## config.mk

```make
export PLATFORM = sky130hd
export DESIGN_NAME = param_seq_alu
export DESIGN_NICKNAME = d
export VERILOG_FILES = /design/src/rtl/param_seq_alu.sv
export SDC_FILE = /design/constraint.sdc
export NUM_CORES = 1
export LEC_CHECK = 0
export BUFFER_PORTS_ARGS = -buffer_cell sky130_fd_sc_hd__buf_2
export CORE_MARGIN = 2
export CORE_UTILIZATION = 63
export CTS_BUF_LIST = sky130_fd_sc_hd__clkbuf_4
export CTS_CLUSTER_DIAMETER = 30
export CTS_CLUSTER_SIZE = 16
export DETAILED_ROUTE_END_ITERATION = 7
export HOLD_SLACK_MARGIN = 0.15
export MAX_ROUTING_LAYER = met4
export PLACE_DENSITY = 0.89
export SETUP_SLACK_MARGIN = 0.05
export SLEW_MARGIN = 0
export SYNTH_ARGS = -nofsm -noshare
export SYNTH_HDL_FRONTEND = slang
export SYNTH_SLANG_ARGS = --single-unit
```

## constraint.sdc

```tcl
create_clock -name clk -period 4.3 [get_ports clk]
set_input_delay 0 -clock clk [delete_from_list [all_inputs] [get_ports clk]]
set_output_delay 0 -clock clk [all_outputs]
set_load 0.02 [all_outputs]
```

## src/rtl/param_seq_alu.sv

```systemverilog
// Sequential signed add/sub, radix-4 Booth multiply and unsigned restoring divide.
// Latency: add/sub 1 cycle, multiply WIDTH/2 cycles, divide WIDTH cycles, then a one-cycle DONE (endd).
// No backpressure: bgn is sampled only in IDLE. Define PARAM_SEQ_ALU_DIV_EN to build the divider.
module param_seq_alu #(
    parameter int WIDTH = 8
) (
    input  logic                 clk,
    input  logic                 rst,
    input  logic                 bgn,
    input  logic [1:0]           op,
    input  logic [WIDTH-1:0]     operand1,
    input  logic [WIDTH-1:0]     operand2,
    output logic [2*WIDTH-1:0]   outbus,
    output logic                 endd,
    output logic                 busy,
    output logic                 ovf,
    output logic                 dbz,
    output logic                 err
);
    localparam int CW = $clog2(WIDTH);
    localparam logic [2:0] S_IDLE   = 3'd0;
    localparam logic [2:0] S_ADDSUB = 3'd1;
    localparam logic [2:0] S_MUL    = 3'd2;
`ifdef PARAM_SEQ_ALU_DIV_EN
    localparam logic [2:0] S_DIV    = 3'd3;
`endif
    localparam logic [2:0] S_DONE   = 3'd4;

    logic [2:0]         state_q, state_d;
    logic [1:0]         op_q, op_d;
    logic [WIDTH-1:0]   a_q, a_d, b_q, b_d;
    logic [CW-1:0]      cnt_q, cnt_d;
    logic [2*WIDTH-1:0] acc_q, acc_d, mc_q, mc_d;
    logic [WIDTH:0]     mq_q, mq_d;
    logic [2*WIDTH-1:0] outbus_q, outbus_d;
    logic               ovf_q, ovf_d, dbz_q, dbz_d, err_q, err_d;

    logic [WIDTH:0]     as_res;
    logic [2*WIDTH-1:0] pp, acc_nxt;

    // Booth digit from the low three bits of the shifting multiplier; mc_q already carries the 4^i weight.
    always_comb begin
        case (mq_q[2:0])
            3'b001, 3'b010: pp = mc_q;
            3'b011:         pp = mc_q << 1;
            3'b100:         pp = -(mc_q << 1);
            3'b101, 3'b110: pp = -mc_q;
            default:        pp = '0;
        endcase
        acc_nxt = acc_q + pp;
        as_res  = op_q[0] ? ({a_q[WIDTH-1], a_q} - {b_q[WIDTH-1], b_q})
                          : ({a_q[WIDTH-1], a_q} + {b_q[WIDTH-1], b_q});
    end

`ifdef PARAM_SEQ_ALU_DIV_EN
    logic [WIDTH-1:0] rem_q, rem_d, quo_q, quo_d, r_sub;
    logic [WIDTH:0]   r_sh;
    logic             ge;
    // A zero divisor makes every trial succeed, yielding all-ones quotient and remainder = dividend.
    always_comb begin
        r_sh  = {rem_q, quo_q[WIDTH-1]};
        ge    = (r_sh >= {1'b0, b_q});
        r_sub = r_sh[WIDTH-1:0] - b_q;
    end
`endif

    always_comb begin
        state_d  = state_q;
        op_d     = op_q;
        a_d      = a_q;
        b_d      = b_q;
        cnt_d    = cnt_q;
        acc_d    = acc_q;
        mc_d     = mc_q;
        mq_d     = mq_q;
        outbus_d = outbus_q;
        ovf_d    = ovf_q;
        dbz_d    = dbz_q;
        err_d    = err_q;
`ifdef PARAM_SEQ_ALU_DIV_EN
        rem_d    = rem_q;
        quo_d    = quo_q;
`endif
        case (state_q)
            S_IDLE: begin
                if (bgn) begin
                    op_d  = op;
                    a_d   = operand1;
                    b_d   = operand2;
                    cnt_d = '0;
                    acc_d = '0;
                    mc_d  = {{WIDTH{operand1[WIDTH-1]}}, operand1};
                    mq_d  = {operand2, 1'b0};
`ifdef PARAM_SEQ_ALU_DIV_EN
                    rem_d = '0;
                    quo_d = operand1;
`endif
                    case (op)
                        2'b10:   state_d = S_MUL;
`ifdef PARAM_SEQ_ALU_DIV_EN
                        2'b11:   state_d = S_DIV;
`endif
                        default: state_d = S_ADDSUB;
                    endcase
                end
            end
            S_ADDSUB: begin
                state_d  = S_DONE;
                outbus_d = {{(WIDTH-1){as_res[WIDTH]}}, as_res};
                ovf_d    = as_res[WIDTH] ^ as_res[WIDTH-1];
                dbz_d    = 1'b0;
                err_d    = 1'b0;
`ifndef PARAM_SEQ_ALU_DIV_EN
                if (op_q == 2'b11) begin
                    outbus_d = '0;
                    ovf_d    = 1'b0;
                    err_d    = 1'b1;
                end
`endif
            end
            S_MUL: begin
                acc_d = acc_nxt;
                mc_d  = mc_q << 2;
                mq_d  = {2'b00, mq_q[WIDTH:2]};
                cnt_d = cnt_q + CW'(1);
                if (cnt_q == CW'(WIDTH/2 - 1)) begin
                    state_d  = S_DONE;
                    outbus_d = acc_nxt;
                    ovf_d    = 1'b0;
                    dbz_d    = 1'b0;
                    err_d    = 1'b0;
                end
            end
`ifdef PARAM_SEQ_ALU_DIV_EN
            S_DIV: begin
                rem_d = ge ? r_sub : r_sh[WIDTH-1:0];
                quo_d = {quo_q[WIDTH-2:0], ge};
                cnt_d = cnt_q + CW'(1);
                if (cnt_q == CW'(WIDTH - 1)) begin
                    state_d  = S_DONE;
                    outbus_d = {rem_d, quo_d};
                    ovf_d    = 1'b0;
                    dbz_d    = (b_q == '0);
                    err_d    = 1'b0;
                end
            end
`endif
            S_DONE:  state_d = S_IDLE;
            default: state_d = S_IDLE;
        endcase
    end

    always_ff @(posedge clk or negedge rst) begin
        if (!rst) begin
            state_q  <= S_IDLE;
            op_q     <= '0;
            a_q      <= '0;
            b_q      <= '0;
            cnt_q    <= '0;
            acc_q    <= '0;
            mc_q     <= '0;
            mq_q     <= '0;
            outbus_q <= '0;
            ovf_q    <= 1'b0;
            dbz_q    <= 1'b0;
            err_q    <= 1'b0;
`ifdef PARAM_SEQ_ALU_DIV_EN
            rem_q    <= '0;
            quo_q    <= '0;
`endif
        end else begin
            state_q  <= state_d;
            op_q     <= op_d;
            a_q      <= a_d;
            b_q      <= b_d;
            cnt_q    <= cnt_d;
            acc_q    <= acc_d;
            mc_q     <= mc_d;
            mq_q     <= mq_d;
            outbus_q <= outbus_d;
            ovf_q    <= ovf_d;
            dbz_q    <= dbz_d;
            err_q    <= err_d;
`ifdef PARAM_SEQ_ALU_DIV_EN
            rem_q    <= rem_d;
            quo_q    <= quo_d;
`endif
        end
    end

    assign outbus = outbus_q;
    assign endd   = (state_q == S_DONE);
    assign busy   = (state_q != S_IDLE);
    assign ovf    = ovf_q;
    assign dbz    = dbz_q;
    assign err    = err_q;
endmodule

```

Word level (Yosys, flattened, before mapping) --
Index checks and enable logic that the tools add are counted.
Word-level totals: bits in registers 84, logic and storage cells 66, output and inout port bits 21
Operators by class: bitwise logic cells 1, equality and inequality tests 14, reductions and logical operators 10, add/sub/neg operators 6, muxes and demuxes 23
Operators with widths (number):
- $pmux W16 S2 | 3
- $mux W16 | 4
- $pmux W16 S4 | 1
- $neg A16 Y16 | 2
- $mux W9 | 2
- $pmux W9 S2 | 1
- $add A16 B16 Y16 | 1
- $eq A3 B2 Y1 const B | 4
- $eq A3 B3 Y1 const B | 4
- $add A8 B8 Y9 | 1
- $mux W3 | 3
- $pmux W3 S3 | 1
- $sub A8 B8 Y9 | 1
- $reduce_and A2 Y1 | 4
- $eq A3 B1 Y1 const B | 2
- $pmux W1 S2 | 3
- $pmux W3 S2 | 1
- $eq A2 B2 Y1 const B | 2
- $ne A2 B2 Y1 const B | 2
- $reduce_bool A2 Y1 | 2
- $reduce_or A2 Y1 | 2
- $add A3 B1 Y3 const B | 1
- $logic_not A3 Y1 | 1
- $mux W1 | 3
- other kinds (3) | 3

Logic depth before layout (Yosys ltp) --
depth in word-level cells 6, mapped depth 18, depth with buffers taken out 17

Worst setup path after synthesis --
Ideal clock, no wire load.
kind reg2reg, from register mc_q[2], to register acc_q[15], arrival 3.905 ns, cell stages (with the launch flop) 18, setup time 0.066 ns, buffers on the path 2, setup slack 0.329 ns, cells stage by stage dfrtp_1 buf_6 or4_4 buf_6 or2_2 or3_1 and2_1 xor2_1 a22oi_1 o21ai_1 ha_1 nand2_1 nor2_1 a31oi_1 a211o_1 and3_1 o31ai_1 o31a_1
On the way: longest elaborated chain between the ends 4
RTL lines:
- start, declared | RTL line 33 | logic [2*WIDTH-1:0] acc_q, acc_d, mc_q, mc_d;
- start signal, assigned | RTL line 178 | mc_q <= mc_d;
- $neg A16 Y16 (on tied branches) | RTL line 47, 46
- $pmux W16 S4 (*) | RTL line 43 | case (mq_q[2:0])
- $add A16 B16 Y16 (*) | RTL line 50 | acc_nxt = acc_q + pp;
- $pmux W16 S2 (*) | RTL line 84 | case (state_q)
- end signal, assigned | RTL line 160 | acc_q <= '0;
- end signal, assigned | RTL line 177 | acc_q <= acc_d;
- end, declared | RTL line 33
Mark *: on every way between the ends. The rest lies on a longest branch, timed or not. A chain may end at the register's enable or synchronous reset.

Worst setup path in the final report --
from register mc_q[6], to register acc_q[15]
Same word-level chain as after synthesis.

==> summary.txt <==
Critical path
  • Worst EP arrival: 4.44 ns
  • RR Endpoint: acc_q[15]
  • Setup Crit Path Kind: reg -> reg
  • Worst path max stage delay: 0.57 ns
  • Buf+Inv Stages, Crit Path: 0
  • Max FO, Critical Path: 7
  • CP Launch Type: flip-flop
  • R2r setup slk: 0.24 ns
  • Worst reg2reg path depth: 15
  • Crit-path leading delay family: simple AND/OR/NAND/NOR gates
  • WP data required: 4.67 ns
  • Crit end category: flip-flop
  • Worst r2r src: mc_q[6]
  • Crit-path cells: or3_2, or2_2, or3_1, and2_1, xor2_1, a21oi_1, o21ai_1, ha_1, nand2_1, nor2_4, a31oi_1, a211o_1, and3_1, o31ai_1, o31a_1
  • Crit-path slowest cell: or3_2

Clock tree
  • Root Buffer: clkbuf_4
  • Max clock buf depth: 2
  • Total CTS buffers: 9
  • CTS tree: built
  • TritonCTS Sinks: 83
  • H-Tree Depth: 3
  • Worst-skew pair later-pin latency: 0.43 ns
  • Clock slew seen by the registers of the worst setup and hold paths: 0.14 ns

Synth
  • Top post-synthesis cells by area: dfrtp_1 (38%), nand2_1 (8.5%), ha_1 (6.2%), a21oi_1 (5.1%), xnor2_1 (4.0%)
  • Syn Inst Count: 646
  • YS warnings: 0
  • Main synth FF type: dfrtp_1
  • Sequential fraction of the synthesis area: 38.34%
  • Synth top area share: 38.34%
  • Syn Nets: 696
  • Synth area leader: dfrtp_1
  • Mapped Area: 5418 um^2
  • Mean Syn Cell Area: 8.387 um^2
  • Unique masters post-synth: 60
  • Seq cells post-synth: 83
  • Post-synth ARST share: 100.0%
  • EDFF count, synth: 0

Final layout
  • Antenna diodes: 0
  • Layout area overhead: 11.66%
  • Final nets: 740
  • Share of cells above drive strength 1: 13.24%

Worst hold path
  • Hold Path Class: in -> reg
  • Hold path cells: 4
  • WHS Endpoint: mq_q[0]
  • Min-delay src: bgn

Detailed routing
  • Vias/cell: 6.130
  • Number of antenna-violating nets in the routed design: 0
  • WL/cell: 16.96 um
  • DR vias: 4904
  • Total Wirelength: 13570 um
  • DRC Markers: 0
  • 1st-iter DRT viols: 305
  • Drt pass-1 iters: 5

Floorplan
  • Die area: 9358 um^2
  • I/O pin count: 42
  • Core area: 8258 um^2
  • Die X: 96.74 um
  • # rows: 33
  • Die height: 96.74 um
  • Initial Util: 65.61%

STA
  • Final setup violating endpoints: 0
  • Worst Hold Slack: 0.1987 ns
  • Max transition margin: 30.15%
  • Final Hold Violating Endpoints: 0
  • Worst setup slack after layout: 0.2389 ns
  • Final Max Slew Viols: 0
  • Worst-Margin Slew: 1.048 ns
  • Final Skew: 0.01233 ns
  • Final min period: 4.061 ns
  • Fmax: 246.2 MHz
  • Tcrit/Tclk final: 94.44%
  • RSZ-0062 raised after global routing: true

Run status
  • Status: finished, final reports clean

Placement
  • Setup WS pre-CTS: 0.1342 ns
  • Gp weighted congestion: 0.9040
  • Post-DP HPWL: 9406 um
  • IO buf count: 40

Global routing
  • Largest net degree at the start of global routing: 84
  • Initial antenna violation count: 0
  • Tot GR Track Use: 30.59%
  • First-pass GRT wire length: 22930 um
  • Grt total ovfl: 0
  • Vias in the first global route: 4886

Job
  • MaxCap Viol Count: 0
## worst reg2reg max path, cell delays in order (launching register included)
cell and delay [ns]:
dfrtp_1 0.47, or3_2 0.57, or2_2 0.34, or3_1 0.34, and2_1 0.19, xor2_1 0.16
a21oi_1 0.16, o21ai_1 0.08, ha_1 0.36, nand2_1 0.13, nor2_4 0.14, a31oi_1 0.13
a211o_1 0.36, and3_1 0.20, o31ai_1 0.23, o31a_1 0.17
## cell families after synthesis
kind of cell,count (synthesis),share of synthesized area [%]
compound gates,173,20.79
xor+xnor,35,5.658
fa+ha+maj,29,6.975
buf+inv,65,5.450
flops,83,38.34
mux,6,1.155
other cells,1,0.06922
simple gates,254,21.57
## routing by layer
metal  up-vias  wire length [um]  GRT usage, %
met5         -                 0             -
met4         0               509         13.43
met3        43               670         4.769
met2       164              6716         50.32
met1      2341              5670         37.51
li1       2356                 -             -
## sequential cells by signal (all words and copies together), names as in the netlist
| signal | count |
|---|---|
| state_q | 3 |
| op_q | 2 |
| acc_q | 16 |
| mc_q | 16 |
| b_q | 8 |
| err | 1 |
| outbus | 16 |
| a_q | 8 |
| ovf | 1 |
| mq_q | 9 |
| cnt_q | 3 |
## per-stage QoR
stage,setup TNS (ns),std cells,utilization [%],area [um^2]
after global routing,-0.007930,800,73.26,6050
final,0,800,73.26,6050
after floorplan,0,646,-,5418
after detailed placement,0,763,68.42,5650
after global placement,0,763,68.42,5650
after CTS,0,798,72.65,6000
## synth_stat cells (7+ instances only)
cell and n:
nand2_1 123, dfrtp_1 83, a21oi_1 55, nor2_1 53
o21ai_0 32, clkbuf_1 31, ha_1 27, xnor2_1 25
inv_1 24, nand3_1 19, xor2_1 10, a221o_1 9
a22o_1 8, nand2b_1 8, nor3_1 8, or3_1 8
a22oi_1 7, a31oi_1 7
## cell usage in the layout (no fill, tap or decap), types with 6 or more instances in the layout
master,count
a211oi_1,6
nor2_1,51
buf_4,16
xnor2_1,25
clkbuf_4,9
xor2_1,10
nor3_1,8
a21oi_1,51
dfrtp_1,82
nand2_1,123
nand3_1,19
ha_1,26
nand2b_1,8
dlygate4sd3_1,19
a22oi_1,7
o21ai_0,32
or3_1,8
a31oi_1,7
buf_2,39
a22o_1,8
a221o_1,9
inv_1,24
o21a_1,6
## how the worst max path moves through the flow
stage	startpoint	cells past startpoint	slack [ns]	end
2_1_floorplan	mc_q[2]	17	0.33	acc_q[15]
3_3_place_gp	mc_q[6]	15	0.31	acc_q[15]
3_5_place_dp	mc_q[0]	17	0.13	acc_q[15]
4_1_cts	mc_q[0]	17	0.11	acc_q[15]
5_1_grt	mc_q[0]	17	-0.008	outbus[15]
6_report	mc_q[6]	15	0.24	acc_q[15]
## cell type report
cell class	count	area, um^2
multi-input combinational	498	3085
fill	617	2208
sequential	83	2078
timing repair buffer	74	505.5
tap	105	131.4
clock inverter	7	91.34
inverter	24	90.09
clock buffer	9	67.56
## repair_timing
| item | in CTS | in global routing |
|---|---|---|
| hold buffers | 19 | 0 |
| setup endpoints to repair | 0 | 3 |
| hold endpoints to repair | 117 | 0 |
| buffers inserted | 0 | 2 |
| gates resized for setup | 0 | 10 |
Power is left out: the tool's default activity adds up to more than one toggle a clock period on the data nets, which glitch-free logic cannot reach.
